===== config.mk =====
export PLATFORM = sky130hd
export DESIGN_NAME = reaction_time_bcd
export DESIGN_NICKNAME = d
export VERILOG_FILES = /design/src/rtl/reaction_time_bcd.sv
export SDC_FILE = /design/constraint.sdc
export NUM_CORES = 1
export LEC_CHECK = 0
export CAP_MARGIN = 10
export CORE_MARGIN = 2
export CORE_UTILIZATION = 30
export CTS_BUF_LIST = sky130_fd_sc_hd__clkbuf_2
export CTS_CLUSTER_DIAMETER = 80
export DETAILED_ROUTE_END_ITERATION = 16
export GPL_TIMING_DRIVEN = 0
export PLACE_DENSITY = 0.51
export REMOVE_ABC_BUFFERS = 1
export SETUP_SLACK_MARGIN = 0.1
export SLEW_MARGIN = 10
export SYNTH_ARGS = -nofsm -noshare
export SYNTH_HDL_FRONTEND = slang
export SYNTH_SLANG_ARGS = --single-unit

===== constraint.sdc =====
create_clock -name clock -period 2.4 [get_ports clock]
set_input_delay 0.6 -clock clock [delete_from_list [all_inputs] [get_ports clock]]
set_output_delay 0.6 -clock clock [all_outputs]
set_load 0.01 [all_outputs]

===== src/rtl/reaction_time_bcd.sv =====
// Binary-to-BCD converter for the reaction timer: sequential double-dabble, saturating at 10^DIGITS-1.
// Optional 7-segment output via REACTION_TIME_SEG7_EN.
module reaction_time_bcd #(
   parameter int WIDTH  = 14,
   parameter int DIGITS = 4
) (
   input  logic                  clock,
   input  logic                  reset_n,
   input  logic                  start,
   input  logic [WIDTH-1:0]      value,
   output logic                  busy,
   output logic                  done,
   output logic [4*DIGITS-1:0]   bcd,
   output logic                  ovf
`ifdef REACTION_TIME_SEG7_EN
   ,
   output logic [7*DIGITS-1:0]   hex
`endif
);

   localparam int BW    = 4 * DIGITS;
   localparam int CW    = $clog2(WIDTH + 1);
   localparam int LIMIT = (10 ** DIGITS) - 1;
   localparam logic [WIDTH-1:0] SAT = WIDTH'(LIMIT);

   typedef enum logic [1:0] {IDLE, SHIFT, FINISH} state_t;

   state_t              r_state, w_state_next;
   logic [WIDTH-1:0]    r_bin, w_bin_next;
   logic [BW-1:0]       r_scratch, w_scratch_next;
   logic [CW-1:0]       r_cnt, w_cnt_next;
   logic                r_ovf_pend, w_ovf_pend_next;
   logic                r_busy, w_busy_next;
   logic                r_done, w_done_next;
   logic [BW-1:0]       r_bcd, w_bcd_next;
   logic                r_ovf, w_ovf_next;
   logic [BW-1:0]       w_adj;
   logic                w_over;

   assign w_over = (32'(value) > 32'(LIMIT));

   // Add-3 correction applied to every digit in parallel before each shift.
   generate
      for (genvar gi = 0; gi < DIGITS; gi++) begin : g_adj
         assign w_adj[gi*4 +: 4] = (r_scratch[gi*4 +: 4] >= 4'd5) ?
                                   (r_scratch[gi*4 +: 4] + 4'd3) : r_scratch[gi*4 +: 4];
      end
   endgenerate

`ifdef REACTION_TIME_SEG7_EN
   logic [7*DIGITS-1:0] r_hex, w_hex_next, w_seg;

   // Active-low segments, bit order g..a.
   function automatic logic [6:0] f_seg7(input logic [3:0] d);
      case (d)
         4'd0:    f_seg7 = 7'b1000000;
         4'd1:    f_seg7 = 7'b1111001;
         4'd2:    f_seg7 = 7'b0100100;
         4'd3:    f_seg7 = 7'b0110000;
         4'd4:    f_seg7 = 7'b0011001;
         4'd5:    f_seg7 = 7'b0010010;
         4'd6:    f_seg7 = 7'b0000010;
         4'd7:    f_seg7 = 7'b1111000;
         4'd8:    f_seg7 = 7'b0000000;
         4'd9:    f_seg7 = 7'b0010000;
         default: f_seg7 = 7'b1111111;
      endcase
   endfunction

   generate
      for (genvar gi = 0; gi < DIGITS; gi++) begin : g_seg
         assign w_seg[gi*7 +: 7] = r_ovf_pend ? 7'b0111111 : f_seg7(r_scratch[gi*4 +: 4]);
      end
   endgenerate

   always_comb begin
      w_hex_next = r_hex;
      if (r_state == FINISH) w_hex_next = w_seg;
   end

   always_ff @(posedge clock or negedge reset_n) begin
      if (!reset_n) r_hex <= '1;
      else          r_hex <= w_hex_next;
   end

   assign hex = r_hex;
`endif

   always_comb begin
      w_state_next    = r_state;
      w_bin_next      = r_bin;
      w_scratch_next  = r_scratch;
      w_cnt_next      = r_cnt;
      w_ovf_pend_next = r_ovf_pend;
      w_busy_next     = r_busy;
      w_done_next     = 1'b0;
      w_bcd_next      = r_bcd;
      w_ovf_next      = r_ovf;
      case (r_state)
         IDLE: begin
            if (start) begin
               w_bin_next      = w_over ? SAT : value;
               w_ovf_pend_next = w_over;
               w_scratch_next  = '0;
               w_cnt_next      = '0;
               w_busy_next     = 1'b1;
               w_state_next    = SHIFT;
            end
         end
         SHIFT: begin
            {w_scratch_next, w_bin_next} = {w_adj, r_bin} << 1;
            w_cnt_next = r_cnt + 1'b1;
            if (r_cnt == CW'(WIDTH - 1)) w_state_next = FINISH;
         end
         FINISH: begin
            w_bcd_next   = r_scratch;
            w_ovf_next   = r_ovf_pend;
            w_done_next  = 1'b1;
            w_busy_next  = 1'b0;
            w_state_next = IDLE;
         end
         default: w_state_next = IDLE;
      endcase
   end

   always_ff @(posedge clock or negedge reset_n) begin
      if (!reset_n) begin
         r_state    <= IDLE;
         r_bin      <= '0;
         r_scratch  <= '0;
         r_cnt      <= '0;
         r_ovf_pend <= 1'b0;
         r_busy     <= 1'b0;
         r_done     <= 1'b0;
         r_bcd      <= '0;
         r_ovf      <= 1'b0;
      end else begin
         r_state    <= w_state_next;
         r_bin      <= w_bin_next;
         r_scratch  <= w_scratch_next;
         r_cnt      <= w_cnt_next;
         r_ovf_pend <= w_ovf_pend_next;
         r_busy     <= w_busy_next;
         r_done     <= w_done_next;
         r_bcd      <= w_bcd_next;
         r_ovf      <= w_ovf_next;
      end
   end

   assign busy = r_busy;
   assign done = r_done;
   assign bcd  = r_bcd;
   assign ovf  = r_ovf;

endmodule


==> flow_summary_export.csv, run 1 <==
group,metric,value,unit
place,port-buffer-count,35,
power,power_density,1070,nW/um^2
routing,wl_per_cell,14.0,um
critical_path,worstRegToRegCells,2,
timing,fmax,0.499,GHz
critical_path,cp_max_fo,2,
power,power,3.31,mW
clock_network,cts-hold-fix-buffers,0,
clock_network,cts_buffers,5,
synth,synth.distinct_cells,41,
timing,fin_ws,0.397,ns
die,die_h,97.8,um
synth,syn_area_per_cell,10.4,um^2
timing,fin_crit_sh,83.5,%
timing,skew,0.0250,ns
clock_network,cts_resized,0,
routing,drt-pass1-iter-count,4,
global_routing,grt_pass1_vias,2032,
clock_network,path_clk_slew,0.29,ns
synth,ys_seq_elements,56,
critical_path,worst_setup_path_start_kind,"register",
final_layout,n_fill_cell,891,
clock_network,cts.htree.levels,2,
critical_path,slowest_delay,0.53,ns
critical_path,crit_required,1.80,ns
clock_network,cts_root_buf,"clkbuf_2",
global_routing,antenna_found_initial,0,
synth,async_flop_share,100,%
place,place_area,3050,um^2
synth,synth_ff_type,"dfrtp_1",
timing,layout_min_cycle_time,2.00,ns
die,initial_utilization,30.6,%
routing,antenna_left,0,
timing,holdWs,0.140,ns
synth,synth_area_leaders,"dfrtp_1 (53%), nand2_1 (5.0%), ha_1 (4.7%)",
global_routing,track_usage,12.1,%
clock_network,clkSinkCount,56,
final_layout,utilization,35.8,%
clock_network,postCtsSetupRepairBufs,0,
final_layout,antenna_cells,0,
place,dp_cells,383,
critical_path,crit_start,"busy",
critical_path,critPathSlowestCell,"clkdlybuf4s50_1",
die,die_w,97.8,um
die,pin_count,36,
power,vdd_ir_drop_max,0.000329,V
critical_path,end_kind,"output port",
routing,routed_wirelength,5470,um
place,post-place-ws,-0.0156,ns
routing,route.detailed.drc,0,
synth,yosys_warnings,0,
synth,synthMostInstantiatedCell,"dfrtp_1",
synth,syn_area,2640,um^2
timing,grt_setup_unrepaired,"no",
critical_path,reg2reg_slack,0.49,ns
synth,synth_top_area_share,53.1,%
critical_path,critPathKind,"reg2out",
global_routing,overflow,0,
global_routing,grt_max_degree,57,
final_layout,synthToLayoutAreaGrowth,17.1,%
run_status,status,"completed",
timing,worstMarginPinSlew,1.11,ns
synth,synth-edff-count,0,
final_layout,stdcell_area,3090,um^2
die,fp-row-count,34,
place,place.gp.congestion,0.784,
final_layout,layout-drive-gt1-share,4.95,%
critical_path,critPathBufInv,1,
clock_network,clkLatencyLatePin,0.45,ns
clock_network,cts_buffer_depth,2,
critical_path,path_cells,"clkdlybuf4s50_1",
final_layout,fin_nets,309,
timing,relSlewSlack,25.7,%
worst_hold_path,hold_class,"in2async",
routing,vias,1989,
synth,synthCells,254,
power,p_leak,1.34,nW
routing,post_drt_via_cell_ratio,5.09,
timing,hold_violations,0,
critical_path,r2r_end,"ovf",
synth,yosys-top-cells-count,"dfrtp_1 (56), nand2_1 (35), o21ai_0 (22)",
die,coreArea,8640,um^2
critical_path,path_delay_family,"buffers and inverters",
timing,finalSetupTns,0,ns
clock_network,cts_tree,"yes",
die,die_area,9570,um^2
synth,yosys.area.top_type,"dfrtp_1",
place,dp_hpwl,3650,um
critical_path,worstPathArrival,1.40,ns
final_layout,stdcell_count,391,
critical_path,worstReg2RegStart,"r_state[0]",
timing,setup_viol,0,
timing,maxSlewViolCount,0,
synth,ys_seq_area_share,53.1,%
flow_run,cap_viol_max_count,0,
routing,first_iter_violations,157,
global_routing,grt_pass1_wl,9620,um
==> placed cells by master (no fill, tap or decap), drive strengths merged, types with 6 or more instances in the layout <==
cell type,netlist,final
nor3,6,6
nor2,9,9
dfrtp,56,56
nand2,35,35
clkdlybuf4s50,0,34
o2111ai,8,8
ha,10,10
o22ai,8,8
nor2b,6,6
inv,19,19
o21ai,22,22
==> area by class of cell <==
class                           instances  area, um^2  share of cell area (%)
Sequential cell                        56        1400                    45.3
Multi-Input combinational cell        164        1080                    35.0
Timing Repair Buffer                   36         363                    11.7
Tap cell                              108         135                    4.37
Inverter                               19        71.3                    2.31
Clock buffer                            5        25.0                   0.809
Clock inverter                          3        13.8                   0.445
==> worst max-delay path by stage <==
stage,endpoint,cells past startpoint,slack [ns]
after detailed placement,r_bin[5],4,-0.02
after CTS,busy,1,0.36
after global routing,ovf,2,0.26
final,busy,1,0.40
after global placement,done,1,-1.12
after floorplan,r_cnt[3],3,0.62
==> logic make-up after synthesis <==
logic type / after synthesis / share of synthesized area [%]
buffers and inverters: 34 / 6.02
adders and majority gates: 10 / 4.74
DFF: 56 / 53.1
xor gates and xnor gates: 4 / 1.33
AOI/OAI and AO/OA: 81 / 22.2
and+or+nand+nor: 67 / 11.8
muxes: 2 / 0.805
==> report_power, final <==
group,internal [mW],switching [mW],leakage (nW)
Clock,0.0656,0.294,0.0302
Sequential,1.29,0.236,0.720
Combinational,0.675,0.743,0.591
==> flip-flops by register name, summed over array words and instances (netlist names) <==
name,flops
bcd,16
r_scratch,16
r_bin,14
r_cnt,4
r_state,2
busy,1
done,1
ovf,1
r_ovf_pend,1
==> layer usage <==
layer	vias up	GRT usage, %	wire length, um
met4	0	3.63	73
met1	954	16.1	2700
li1	976	-	-
met5	-	0	0
met3	7	2.93	242
met2	52	19.7	2450
Power figures use the tool's default switching activity.
==> inputs of run 2 (changes only) <==
--- a/config.mk
+++ b/config.mk
@@ -12,7 +12,7 @@
 export CTS_CLUSTER_DIAMETER = 80
 export DETAILED_ROUTE_END_ITERATION = 16
 export GPL_TIMING_DRIVEN = 0
-export PLACE_DENSITY = 0.51
+export PLACE_DENSITY = 0.53
 export REMOVE_ABC_BUFFERS = 1
 export SETUP_SLACK_MARGIN = 0.1
 export SLEW_MARGIN = 10
==> constraint.sdc (replaced) <==
create_clock -name clock -period 1.7 [get_ports clock]
set_input_delay 0.425 -clock clock [delete_from_list [all_inputs] [get_ports clock]]
set_output_delay 0.425 -clock clock [all_outputs]
set_load 0.01 [all_outputs]
==> flow_summary_export.csv, run 2 (synthesized netlist as in run 1, its figures left out) <==
group,metric,value,unit
critical_path,worstReg2RegStart,"r_scratch[0]",
final_layout,layout-drive-gt1-share,16.8,%
critical_path,reg2reg_slack,0.14,ns
place,dp_hpwl,3750,um
die,die_area,9570,um^2
critical_path,crit_required,2.05,ns
global_routing,grt.busiest_layer,"met2",
timing,relSlewSlack,51.8,%
power,power_density,1490,nW/um^2
timing,maxSlewViolCount,0,
clock_network,cts_buffers,5,
die,pin_count,36,
critical_path,worst_setup_path_start_kind,"register",
critical_path,slowest_delay,0.46,ns
routing,first_iter_violations,114,
die,initial_utilization,30.6,%
final_layout,final_cell_mix,"dfrtp_1 (54), nand2_1 (35), o21ai_0 (22), clkbuf_2 (22), inv_1 (19)",
timing,worstMarginPinSlew,0.724,ns
die,fp-row-count,34,
global_routing,globalRouteMet3Util,2.72,%
critical_path,r2r_end,"r_scratch[2]",
global_routing,grt_util_met2,19.8,%
routing,drt-pass1-iter-count,4,
routing,vias,2058,
final_layout,seq_area,1400,um^2
place,place.gp.congestion,0.788,
global_routing,grt_max_degree,57,
power,p_leak,1.47,nW
place,port-buffer-count,35,
routing,post_drt_via_cell_ratio,5.07,
clock_network,cts_tree,"yes",
timing,skew,0.0158,ns
routing,routed_wirelength,5590,um
critical_path,end_kind,"register",
die,die_w,97.8,um
run_status,status,"completed",
critical_path,path_cells,"inv_1 > ha_1 > nor2b_1 > o21a_1 > o311ai_1",
critical_path,cp_max_fo,4,
routing,route.detailed.drc,0,
global_routing,grt_pass1_vias,2062,
final_layout,utilization,36.5,%
final_layout,multi_input_area,1110,um^2
critical_path,critPathKind,"reg2reg",
power,vdd_ir_drop_max,0.000537,V
routing,antenna_left,0,
worst_hold_path,min_to,"r_cnt[3]",
timing,holdWs,0.503,ns
clock_network,path_clk_slew,0.27,ns
clock_network,cts.htree.levels,2,
worst_hold_path,hold_class,"reg2reg",
critical_path,worstRegToRegCells,5,
critical_path,critPathSlowestCell,"dfrtp_1",
global_routing,overflow,0,
timing,fin_ws,0.138,ns
place,post-place-ws,-0.540,ns
clock_network,cts_buffer_depth,2,
die,coreArea,8640,um^2
timing,setup_viol,0,
final_layout,antenna_cells,0,
die,die_h,97.8,um
timing,layout_min_cycle_time,1.56,ns
critical_path,worstPathArrival,1.91,ns
timing,fmax,0.640,GHz
final_layout,n_fill_cell,912,
routing,wl_per_cell,13.8,um
final_layout,fin_nets,324,
clock_network,clkSinkCount,56,
timing,fin_crit_sh,91.9,%
timing,hold_violations,0,
clock_network,cts_root_buf,"clkbuf_2",
global_routing,grt_pass1_wl,9540,um
worst_hold_path,holdPathStages,1,
clock_network,clkLatencyLatePin,0.43,ns
final_layout,layout_commonest_cell,"dfrtp_1",
global_routing,track_usage,12.0,%
global_routing,antenna_found_initial,0,
final_layout,synthToLayoutAreaGrowth,19.3,%
global_routing,met1_usage,15.7,%
flow_run,cap_viol_max_count,0,
timing,grt_setup_unrepaired,"yes",
worst_hold_path,holdCritStartpoint,"r_cnt[3]",
[run 2: changes by cell type in the layout (fill, tap and decap cells not counted), sizes merged]
cell / delta
dlygate4sd3: +1
clkbuf: +17
clkdlybuf4s15: +2
clkdlybuf4s50: -19
buf: +14
[run 2: worst max-delay path by stage]
stage                       startpoint            to  slack (ns)  cells past startpoint
final                     r_scratch[0]  r_scratch[2]        0.14                      5
after global routing      r_scratch[0]  r_scratch[2]        0.07                      5
after CTS                      bcd[11]       bcd[11]        0.10                      1
after detailed placement         start  r_scratch[2]       -0.54                      4
after global placement         reset_n          done       -1.64                      1
after floorplan             r_state[0]      r_cnt[3]       -0.08                      3
[run 2: timing repair]
item | in CTS | in global routing
buffers inserted | 6 | 8
hold buffers | 1 | 0
resized for setup | 43 | 24
hold endpoints to repair | 14 | 0
cloned | 0 | 0
setup endpoints to repair | 68 | 33
[run 2: metrics by stage]
step | area, um^2 | setup TNS, ns | power [mW] | cells
after floorplan | 2550 | -0.278 | 3.49 | 239
after global placement | 3040 | -108.91 | 4.14 | 382
after detailed placement | 3050 | -12.20 | 4.22 | 383
after CTS | 3170 | 0 | 4.76 | 398
after global routing | 3150 | 0 | 5.16 | 406
final | 3150 | 0 | 4.71 | 406
[run 2: cell type report]
class                   count  share of cell area [%]
repair buffers             51                    12.3
well taps                 108                    4.29
multi-input cells         164                    35.3
clock buffers               5                   0.794
clock inverters             3                   0.437
inverters                  19                    2.26
flip-flops and latches     56                    44.5
[run 2: worst max-delay path: cells and delay by family (launching register included)]
family          cells  cell delay, ns
compound gates      2            0.51
simple gates        1            0.16
flops               1            0.46
buf+inv             1            0.11
fa+ha+maj           1            0.25
[run 2: metal layers]
metal  vias up  part of all wire (%)
li1       1000                     -
met1      1002                    48
met2        50                    47
met3         6                   4.3
met4         0                   1.3
met5         -                     0
[run 2: power by group]
group	internal [mW]	switching, mW
Clock	0.0928	0.405
Combinational	0.965	1.08
Sequential	1.82	0.346
